--- src/rtl/byte_stream_packer_pkg.sv ---
// Shared constants for the byte packer and the downstream processor it feeds.
// Lane count is shared so packed word widths always agree on both sides.
package byte_stream_packer_pkg;

    localparam int unsigned BYTE_WIDTH                 = 8;
    localparam int unsigned DEFAULT_REPLICATION_FACTOR = 3;
    localparam logic [BYTE_WIDTH-1:0] DEFAULT_PAD_BYTE = 8'h00;

    // Lane index width; a single-lane packer still needs one bit.
    function automatic int unsigned lane_idx_width(input int unsigned lanes);
        return (lanes > 1) ? $clog2(lanes) : 1;
    endfunction

endpackage

--- src/rtl/packer_output_stage.sv ---
// One-entry valid/ready register slice holding a packed word with its keep mask and last flag.
// out_free_c tells the producer a load will be absorbed this cycle.
module packer_output_stage
    import byte_stream_packer_pkg::*;
#(
    parameter int unsigned LANES = DEFAULT_REPLICATION_FACTOR
) (
    input  logic                        clock,
    input  logic                        reset,
    input  logic                        enable,
    input  logic                        load,
    input  logic [BYTE_WIDTH*LANES-1:0] load_data,
    input  logic [LANES-1:0]            load_keep,
    input  logic                        load_last,
    input  logic                        out_ready,
    output logic [BYTE_WIDTH*LANES-1:0] out_data,
    output logic [LANES-1:0]            out_keep,
    output logic                        out_last,
    output logic                        out_valid,
    output logic                        out_free_c
);

    assign out_free_c = !out_valid || out_ready;

    // A load in the same cycle as a handshake keeps the slice full with the new word.
    always_ff @(posedge clock) begin
        if (reset) begin
            out_data  <= '0;
            out_keep  <= '0;
            out_last  <= 1'b0;
            out_valid <= 1'b0;
        end else if (enable) begin
            if (load) begin
                out_data  <= load_data;
                out_keep  <= load_keep;
                out_last  <= load_last;
                out_valid <= 1'b1;
            end else if (out_valid && out_ready) begin
                out_valid <= 1'b0;
            end
        end
    end

endmodule

--- src/rtl/byte_stream_packer.sv ---
// Packs a byte stream into REPLICATION_FACTOR-lane words, padding short final words
// and flagging real lanes so packet boundaries survive packing.
module byte_stream_packer
    import byte_stream_packer_pkg::*;
#(
    parameter int unsigned            REPLICATION_FACTOR = DEFAULT_REPLICATION_FACTOR,
    parameter logic [BYTE_WIDTH-1:0]  PAD_BYTE           = DEFAULT_PAD_BYTE
) (
    input  logic                                     clock,
    input  logic                                     reset,
    input  logic                                     enable,
    input  logic [BYTE_WIDTH-1:0]                    in_data,
    input  logic                                     in_valid,
    output logic                                     in_ready,
    input  logic                                     in_last,
    output logic [BYTE_WIDTH*REPLICATION_FACTOR-1:0] out_data,
    output logic [REPLICATION_FACTOR-1:0]            out_keep,
    output logic                                     out_valid,
    input  logic                                     out_ready,
    output logic                                     out_last
);

    localparam int unsigned R         = REPLICATION_FACTOR;
    localparam int unsigned WORD_W    = BYTE_WIDTH * R;
    localparam int unsigned IDX_W     = lane_idx_width(R);
    localparam int unsigned LAST_LANE = R - 1;
    localparam logic [WORD_W-1:0] PAD_WORD = {R{PAD_BYTE}};

    logic [WORD_W-1:0] acc_data, acc_data_nxt;
    logic [R-1:0]      acc_keep, acc_keep_nxt;
    logic              acc_last, acc_last_nxt;
    logic              acc_full, acc_full_nxt;
    logic [IDX_W-1:0]  lane_idx, lane_idx_nxt;

    logic out_free;
    logic accept;
    logic transfer;

    // out_ready reaches in_ready combinationally so a full accumulator never costs a bubble.
    assign in_ready = enable && (!acc_full || out_free);
    assign accept   = in_valid && in_ready;
    assign transfer = enable && acc_full && out_free;

    // A transfer empties the accumulator first, so a same-cycle byte lands in lane 0.
    always_comb begin
        acc_data_nxt = acc_data;
        acc_keep_nxt = acc_keep;
        acc_last_nxt = acc_last;
        acc_full_nxt = acc_full;
        lane_idx_nxt = lane_idx;

        if (transfer) begin
            acc_data_nxt = PAD_WORD;
            acc_keep_nxt = '0;
            acc_full_nxt = 1'b0;
        end

        if (accept) begin
            for (int unsigned k = 0; k < R; k++) begin
                if (lane_idx == IDX_W'(k)) begin
                    acc_data_nxt[k*BYTE_WIDTH +: BYTE_WIDTH] = in_data;
                    acc_keep_nxt[k]                          = 1'b1;
                end
            end
            if (in_last || lane_idx == IDX_W'(LAST_LANE)) begin
                acc_full_nxt = 1'b1;
                acc_last_nxt = in_last;
                lane_idx_nxt = '0;
            end else begin
                lane_idx_nxt = lane_idx + IDX_W'(1);
            end
        end
    end

    always_ff @(posedge clock) begin
        if (reset) begin
            acc_data <= PAD_WORD;
            acc_keep <= '0;
            acc_last <= 1'b0;
            acc_full <= 1'b0;
            lane_idx <= '0;
        end else begin
            acc_data <= acc_data_nxt;
            acc_keep <= acc_keep_nxt;
            acc_last <= acc_last_nxt;
            acc_full <= acc_full_nxt;
            lane_idx <= lane_idx_nxt;
        end
    end

    packer_output_stage #(
        .LANES (R)
    ) u_output_stage (
        .clock      (clock),
        .reset      (reset),
        .enable     (enable),
        .load       (transfer),
        .load_data  (acc_data),
        .load_keep  (acc_keep),
        .load_last  (acc_last),
        .out_ready  (out_ready),
        .out_data   (out_data),
        .out_keep   (out_keep),
        .out_last   (out_last),
        .out_valid  (out_valid),
        .out_free_c (out_free)
    );

endmodule
--- config.mk ---
export PLATFORM = sky130hd
export DESIGN_NAME = byte_stream_packer
export DESIGN_NICKNAME = d
export VERILOG_FILES = /design/src/rtl/byte_stream_packer_pkg.sv /design/src/rtl/packer_output_stage.sv /design/src/rtl/byte_stream_packer.sv
export SDC_FILE = /design/constraint.sdc
export NUM_CORES = 1
export LEC_CHECK = 0
export BUFFER_PORTS_ARGS = -buffer_cell sky130_fd_sc_hd__buf_2
export CORE_MARGIN = 1.5
export CORE_UTILIZATION = 40
export CTS_CLUSTER_DIAMETER = 40
export DETAILED_ROUTE_END_ITERATION = 16
export GPL_ROUTABILITY_DRIVEN = 0
export SLEW_MARGIN = 20
export SYNTH_ARGS = -nofsm -noshare
export SYNTH_HDL_FRONTEND = slang
export SYNTH_SLANG_ARGS = --single-unit
--- constraint.sdc ---
create_clock -name clock -period 2.7 [get_ports clock]
set_input_delay 0.405 -clock clock [delete_from_list [all_inputs] [get_ports clock]]
set_output_delay 0.405 -clock clock [all_outputs]
set_load 0.02 [all_outputs]
==> flow_summary.json, run 1 <==
{
  "placed_cell_area_sq_um": 2815,
  "drt-vias-per-instance": 5.283,
  "ys_types": 24,
  "drive_gt1_share_pct": 20.30,
  "grt_max_degree": 37,
  "maxCapViolCount": 0,
  "final_cell_mix": "dfxtp_1, o21ai_1, buf_2",
  "slew_headroom_pct": 49.91,
  "max_freq_mhz": 554.8,
  "finalPower_mw": 1.709,
  "antenna_found_initial": 0,
  "clock-sinks": 60,
  "period_share_pct": 66.76,
  "required_ns": 2.30,
  "fin_skew_ns": 0.005197,
  "grt_pass1_wl_um": 9742,
  "design_area_sq_um": 2984,
  "ys.warnings.count": 0,
  "slowest_delay_ns": 0.40,
  "die_h_um": 83.70,
  "crit_type": "register to primary output",
  "min_period_ns": 1.802,
  "ys_seq_elements": 60,
  "cellPowerDensity_nw_per_um2": 572.6,
  "reg2reg_depth": 4,
  "synth_cells": 293,
  "cp_cell_sequence": "nand3b_1 > and2_1 > buf_2",
  "worstReg2RegEnd": "u_output_stage.out_data[19]",
  "finalHoldViolCount": 0,
  "syn_nets": 310,
  "status": "finished clean",
  "cts_setup_buffers": 0,
  "r2r_slack_ns": 1.07,
  "synth-seq-area-share_pct": 46.11,
  "antenna_cells": 0,
  "reg2reg_from": "acc_full",
  "cts_tree": "done",
  "numCtsBuffers": 9,
  "cpMaxStageDelayCell": "dfxtp_1",
  "start_util_pct": 41.26,
  "hold_class": "primary input to register",
  "post-route-util_pct": 47.27,
  "holdBufCountCts": 0,
  "synth_area_per_cell_sq_um": 8.891,
  "overflow": 0,
  "drt_first_iter_violations": 128,
  "cts-htree-levels": 3,
  "core-area_sq_um": 6314,
  "placementRows": 29,
  "syn-cell-area_sq_um": 2605,
  "vias": 2150,
  "worstHoldStart": "in_last",
  "tightest_slew_ns": 0.7495,
  "ioPinCount": 44,
  "root_buffer": "clkbuf_8",
  "area_growth_pct": 14.55,
  "worstPathMaxFanout": 7,
  "wirelength_um": 5840,
  "holdPathStages": 3,
  "clk_latency_ns": 0.34,
  "fillers": 659,
  "ant_nets": 0,
  "mostFrequentLayoutCell": "dfxtp_1",
  "rsz0062_at_grt": "no",
  "cts_resized": 0,
  "clkTransAtPathRegs_ns": 0.06,
  "die_w_um": 83.70,
  "tns_ns": 0,
  "track_usage_pct": 17.81,
  "firstDrtPassIters": 4,
  "first_global_vias": 1920,
  "num-nets-final": 343,
  "maxSlewViolCount": 0,
  "worstSetupEndpointType": "primary output",
  "critPathArrivalTime_ns": 1.40,
  "p_leak_nw": 1.216,
  "drc": 0,
  "dieArea_sq_um": 7006,
  "wl_per_cell_um": 14.35,
  "numPortBuffers": 43,
  "setup_viol": 0,
  "vdd_ir_drop_max_mv": 0.3538,
  "cts_buffer_depth": 2,
  "hpwl_um": 3603,
  "hold_end": "acc_last",
  "cp-start-kind": "register"
}
[metrics by stage]
stage | std cells | hold slack [ns] | worst slack [ns]
finish | 407 | 0.3425 | 0.8975
global placement | 392 | 0.4512 | 0.8956
floorplan | 293 | 0.4392 | 1.281
global route | 407 | 0.3363 | 0.7848
CTS | 407 | 0.3290 | 0.8816
detailed placement | 392 | 0.4499 | 0.8889
[state kept, by name, summed over array words and instances, names as in the netlist]
| register | flops |
|---|---|
| acc_data | 24 |
| acc_full | 1 |
| acc_keep | 3 |
| acc_last | 1 |
| lane_idx | 2 |
| u_output_stage.out_data | 24 |
| u_output_stage.out_keep | 3 |
| u_output_stage.out_last | 1 |
| u_output_stage.out_valid | 1 |
[where the power goes]
group | total, mW | leakage (nW) | internal [mW] | switching (mW)
Combinational | 0.102 | 0.641 | 0.0353 | 0.0667
Sequential | 0.906 | 0.485 | 0.899 | 0.00690
Clock | 0.701 | 0.0893 | 0.375 | 0.326
Total | 1.71 | 1.22 | 1.31 | 0.399
[how the worst max path moves through the flow]
stage,endpoint,slack (ns),startpoint,cells after the start
final,in_ready,0.90,u_output_stage.out_valid,3
after global routing,in_ready,0.78,u_output_stage.out_valid,3
after CTS,in_ready,0.88,u_output_stage.out_valid,3
after detailed placement,u_output_stage.out_data[12],0.89,out_ready,5
after global placement,u_output_stage.out_data[19],0.90,out_ready,5
after floorplan,in_ready,1.28,u_output_stage.out_valid,2
[logic make-up (layout without fill, tap and decap cells)]
family,count (synthesis),after routing,synth area share [%]
AO/OA/AOI/OAI,95,95,18.25
flip-flops,60,60,46.11
adder cells (fa/ha/maj),3,3,1.441
buffers and inverters,30,67,6.676
multiplexers,24,24,9.222
AND/OR/NAND/NOR,81,81,18.30
[metal layers]
metal | vias up | share of wire [%] | wire, um | GRT usage, %
met5 | - | 0 | 0 | 0
li1 | 1088 | - | - | -
met1 | 1002 | 49 | 2870 | 24.68
met4 | 0 | 1.3 | 75 | 6.259
met2 | 54 | 44 | 2567 | 25.15
met3 | 6 | 5.6 | 327 | 6.924
[synthesized netlist by cell type (all sizes together)]
library cell | count | area share, %
a21oi | 36 | 6.9
and2 | 3 | 0.72
and2b | 1 | 0.29
and3b | 1 | 0.48
buf | 23 | 5.7
clkbuf | 5 | 0.72
dfxtp | 60 | 46
ha | 3 | 1.4
inv | 2 | 0.29
mux2i | 24 | 9.2
nand2 | 3 | 0.43
nand2b | 9 | 2.2
nand3 | 33 | 6.7
nand3b | 1 | 0.29
nand4 | 2 | 0.48
nor2 | 3 | 0.72
nor2b | 24 | 5.8
o21ai | 59 | 11
or3 | 1 | 0.24
[area by class of cell]
cell class              count  area [sq um]  share of cell area [%]
inverters                   2         7.507                  0.2516
multi-input cells         203          1230                   41.22
well taps                  77         96.34                   3.229
clock inverters             2         10.01                  0.3354
flip-flops and latches     60          1201                   40.25
repair buffers             50         280.3                   9.392
clock buffers              13         158.9                   5.325
[worst max-delay path: cells and delay by family (launching register included)]
family / cells / cell delay (ns)
buffers and inverters: 1 / 0.15
DFF: 1 / 0.40
and+or+nand+nor: 2 / 0.51
Note: power is estimated with default switching activity, not from simulation.
==> run 2: changes to the inputs <==
Clock period 2.7 ns to 1.5 ns, I/O delays scaled along.
==> flow_summary.json, run 2 (same netlist as run 1, synthesis figures left out) <==
{
  "status": "finished clean",
  "final_cell_mix": "dfxtp_1, o21ai_1, buf_2",
  "wl_per_cell_um": 14.59,
  "worstSetupEndpointType": "primary output",
  "fin_skew_ns": 0.006559,
  "holdBufCountCts": 0,
  "drive_gt1_share_pct": 21.56,
  "antenna_found_initial": 0,
  "first_global_vias": 2181,
  "core-area_sq_um": 6314,
  "tightest_slew_ns": 0.4227,
  "maxSlewViolCount": 0,
  "cts_tree": "done",
  "min_period_ns": 1.405,
  "worstPathMaxFanout": 6,
  "area_growth_pct": 21.42,
  "clock-sinks": 60,
  "mostFrequentLayoutCell": "dfxtp_1",
  "cts_setup_buffers": 1,
  "numCtsBuffers": 9,
  "hpwl_um": 3656,
  "track_usage_pct": 18.08,
  "cpMaxStageDelayCell": "dfxtp_1",
  "cp-start-kind": "register",
  "cp_cell_sequence": "nand3b_1 > and2_1 > buf_2",
  "tns_ns": 0,
  "ant_nets": 0,
  "cts_resized": 0,
  "critPathArrivalTime_ns": 1.18,
  "grt_pass1_wl_um": 10190,
  "antenna_cells": 0,
  "ioPinCount": 44,
  "clkTransAtPathRegs_ns": 0.07,
  "post-route-util_pct": 50.10,
  "required_ns": 1.27,
  "grt_max_degree": 57,
  "cts_buffer_depth": 2,
  "die_w_um": 83.70,
  "finalPower_mw": 3.659,
  "slew_headroom_pct": 71.82,
  "drt_first_iter_violations": 102,
  "cellPowerDensity_nw_per_um2": 1157,
  "place_ws_ns": 0.1761,
  "dieArea_sq_um": 7006,
  "hold_class": "primary input to register",
  "setup_viol": 0,
  "clk_latency_ns": 0.34,
  "die_h_um": 83.70,
  "placementRows": 29,
  "p_leak_nw": 1.296,
  "overflow": 0,
  "cts-htree-levels": 3,
  "max_freq_mhz": 711.6,
  "maxCapViolCount": 0,
  "vias": 2201,
  "firstDrtPassIters": 4,
  "start_util_pct": 41.26,
  "period_share_pct": 93.68,
  "worst_slack_ns": 0.09481,
  "numPortBuffers": 43,
  "root_buffer": "clkbuf_8",
  "rsz0062_at_grt": "no",
  "num-nets-final": 346,
  "slowest_delay_ns": 0.41,
  "crit_type": "register to primary output",
  "r2r_slack_ns": 0.16,
  "finalHoldViolCount": 0,
  "biggestRegsByFlops": "acc_data (24), u_output_stage.out_data (24)",
  "wirelength_um": 5995,
  "vdd_ir_drop_max_mv": 0.5484,
  "drt-vias-per-instance": 5.355,
  "drc": 0
}
[run 2: metrics by stage]
step,cell area (sq um),hold slack [ns],instances
floorplan,2605,0.3727,293
CTS,3163,0.1377,411
global route,3163,0.1541,411
global placement,2905,0.4484,394
finish,3163,0.1556,411
detailed placement,2905,0.4517,394
[run 2: layout make-up]
class / count / area, sq um
fillers: 608 / 3151
inverters: 2 / 7.507
repair buffers: 53 / 377.9
clock inverters: 4 / 95.09
multi-input cells: 203 / 1230
clock buffers: 12 / 155.1
flip-flops and latches: 60 / 1201
well taps: 77 / 96.34
[run 2: final timing paths]
check,from,end,cells after the start
worst min-delay path,in_last,acc_last,3
worst max-delay path,u_output_stage.out_valid,in_ready,3
worst min register to register,acc_data[1],u_output_stage.out_data[1],2
worst max register to register,lane_idx[0],acc_data[16],5
[run 2: where the power goes]
part           switching (mW)  internal (mW)
registers              0.0129           1.62
clock network           0.627           1.19
logic                   0.127         0.0832
total                   0.767           2.89
[run 2: per-layer routing]
metal  track usage (%)  up-vias  wire (um)
met5                 0        -          0
met4             8.793        0        136
met3             5.242       15        260
met2             28.30       54       2745
met1             22.81     1032       2853
li1                  -     1100          -
[run 2: critical path: cells and delay by family (launching register included)]
kind / cells / cell delay [ns]
buffers and inverters: 1 / 0.15
AND/OR/NAND/NOR: 2 / 0.28
flip-flops: 1 / 0.41
==> run 3: changes to the inputs <==
Settings changed: ABC_AREA from default to 1.
==> flow_summary.json, run 3 <==
{
  "required_ns": 1.27,
  "biggestRegsByFlops": "acc_data (24), u_output_stage.out_data (24)",
  "max_freq_mhz": 712.9,
  "antenna_found_initial": 0,
  "slew_headroom_pct": 69.66,
  "cts_tree": "done",
  "place_ws_ns": 0.1219,
  "synth_simple_gate_area_share_pct": 34.12,
  "root_buffer": "clkbuf_8",
  "synth-seq-area-share_pct": 49.18,
  "cts_setup_buffers": 0,
  "fin_skew_ns": 0.007694,
  "synthFlopType": "dfxtp_1",
  "hpwl_um": 3324,
  "period_share_pct": 93.51,
  "maxSlewViolCount": 0,
  "wirelength_um": 4953,
  "start_util_pct": 41.25,
  "status": "finished clean",
  "ys_types": 20,
  "synth_area_per_cell_sq_um": 7.515,
  "vias": 2035,
  "setup_viol": 0,
  "firstDrtPassIters": 4,
  "synthArstFlopShare_pct": 0,
  "cts_buffer_depth": 2,
  "clock-sinks": 60,
  "synth_top_cell_by_area": "dfxtp_1",
  "ys.warnings.count": 0,
  "first_global_vias": 1804,
  "cp-start-kind": "register",
  "dieArea_sq_um": 6584,
  "die_w_um": 81.14,
  "numCtsBuffers": 9,
  "ant_nets": 0,
  "min_period_ns": 1.403,
  "tightest_slew_ns": 0.4545,
  "synth_cells": 325,
  "drive_gt1_share_pct": 20.27,
  "cts-htree-levels": 3,
  "synth_edf_count": 0,
  "crit_type": "register to primary output",
  "ioPinCount": 44,
  "worstHoldStart": "in_data[3]",
  "num-nets-final": 382,
  "startpoint": "acc_full",
  "worst_slack_ns": 0.09734,
  "tns_ns": 0,
  "synth_top_family_by_area": "simple AND/OR/NAND/NOR gates",
  "core-area_sq_um": 5921,
  "holdWs_ns": 0.1457,
  "synth-compound-area-share_pct": 7.684,
  "track_usage_pct": 17.21,
  "drt-vias-per-instance": 4.573,
  "wl_per_cell_um": 11.13,
  "numPortBuffers": 43,
  "reg2reg_from": "lane_idx[0]",
  "grt_max_degree": 29,
  "hold_class": "primary input to register",
  "cellPowerDensity_nw_per_um2": 1191,
  "finalHoldViolCount": 0,
  "p_leak_nw": 1.368,
  "antenna_cells": 0,
  "overflow": 0,
  "synthAdderAreaFrac_pct": 1.537,
  "ys_seq_elements": 60,
  "mostFrequentLayoutCell": "nor2_1",
  "worstPathMaxFanout": 5,
  "rsz0062_at_grt": "no",
  "vdd_ir_drop_max_mv": 0.7507,
  "yosysMostFrequentCell": "nor2_1",
  "synth_area_leaders": "dfxtp_1, nor2_1, nand2_1",
  "synth_xor_xnor_area_share_pct": 0,
  "syn_nets": 342,
  "synth_mux_area_share_pct": 0,
  "clk_latency_ns": 0.33,
  "final_cell_mix": "nor2_1, nand2_1, dfxtp_1",
  "syn-cell-area_sq_um": 2442,
  "clkTransAtPathRegs_ns": 0.07,
  "grt_pass1_wl_um": 8328,
  "drc": 0,
  "synth_top_area_share_pct": 49.18,
  "die_h_um": 81.14,
  "worstSetupEndpointType": "primary output",
  "area_growth_pct": 15.78,
  "drt_first_iter_violations": 122,
  "synth_commonest_cells": "nor2_1, nand2_1, dfxtp_1",
  "placementRows": 28,
  "maxCapViolCount": 0,
  "critPathArrivalTime_ns": 1.18
}
run 3: changes by cell type after synthesis, moves of 15 or more:
cell	before	now
o21ai_1	49	4
a21oi_1	36	7
nand2_1	3	81
mux2i_1	24	0
o21ai_0	10	25
nor2b_1	24	0
nand3_1	31	4
nor2_1	2	106
run 3: kinds of logic (layout without fill, tap and decap cells):
family	Yosys count	in the layout
and+or+nand+nor	198	198
adders and majority gates	3	3
DFF	60	60
buffers and inverters	27	72
AOI/OAI and AO/OA	37	37
run 3: cell type report:
class	count	area (sq um)
clock buffer	12	165.2
tap	75	93.84
timing repair buffer	48	252.7
fill	619	3093
multi-input combinational	238	1059
sequential	60	1205
clock inverter	4	22.52
inverter	8	30.03
run 3: what timing repair did:
| item | CTS | global route |
|---|---|---|
| hold buffers | 0 | 0 |
| gates resized for setup | 1 | 2 |
| pin swaps | 0 | 0 |
| gates cloned | 0 | 0 |
| setup endpoints to repair | 1 | 3 |
run 3: routing by layer:
| metal | up-vias | global-route usage, % | part of all wire (%) |
|---|---|---|---|
| met4 | 0 | 5.690 | 1.5 |
| met3 | 7 | 7.303 | 4.4 |
| met1 | 903 | 20.40 | 49 |
| li1 | 1086 | - | - |
| met5 | - | 0 | 0 |
| met2 | 39 | 28.00 | 45 |
run 3: path summary, 6_finish.rpt:
kind	endpoint	slack, ns	depth (start not counted)
max	in_ready	0.1	4
min	acc_data[3]	0.15	3
max reg2reg	lane_idx[0]	0.18	6
min reg2reg	acc_last	0.46	2
run 3: worst max-delay path, stage by stage (launching register included):
cell,delay (ns)
dfxtp_2,0.39
nand3_4,0.15
nand2_1,0.09
inv_1,0.07
buf_2,0.16
run 3: power by group:
part           internal (mW)  switching, mW  total (mW)
sequential              1.66         0.0351        1.70
clock                  0.725          0.609        1.33
combinational          0.117          0.220       0.337
run 3: through the flow:
step / instances / area [sq um] / total power, mW / utilization, %
after floorplan: 325 / 2442 / 1.987 / -
after global placement: 429 / 2636 / 2.070 / 44.53
after detailed placement: 429 / 2636 / 2.074 / 44.53
after CTS: 445 / 2825 / 3.414 / 47.72
after global routing: 445 / 2828 / 3.551 / 47.76
final: 445 / 2828 / 3.369 / 47.76
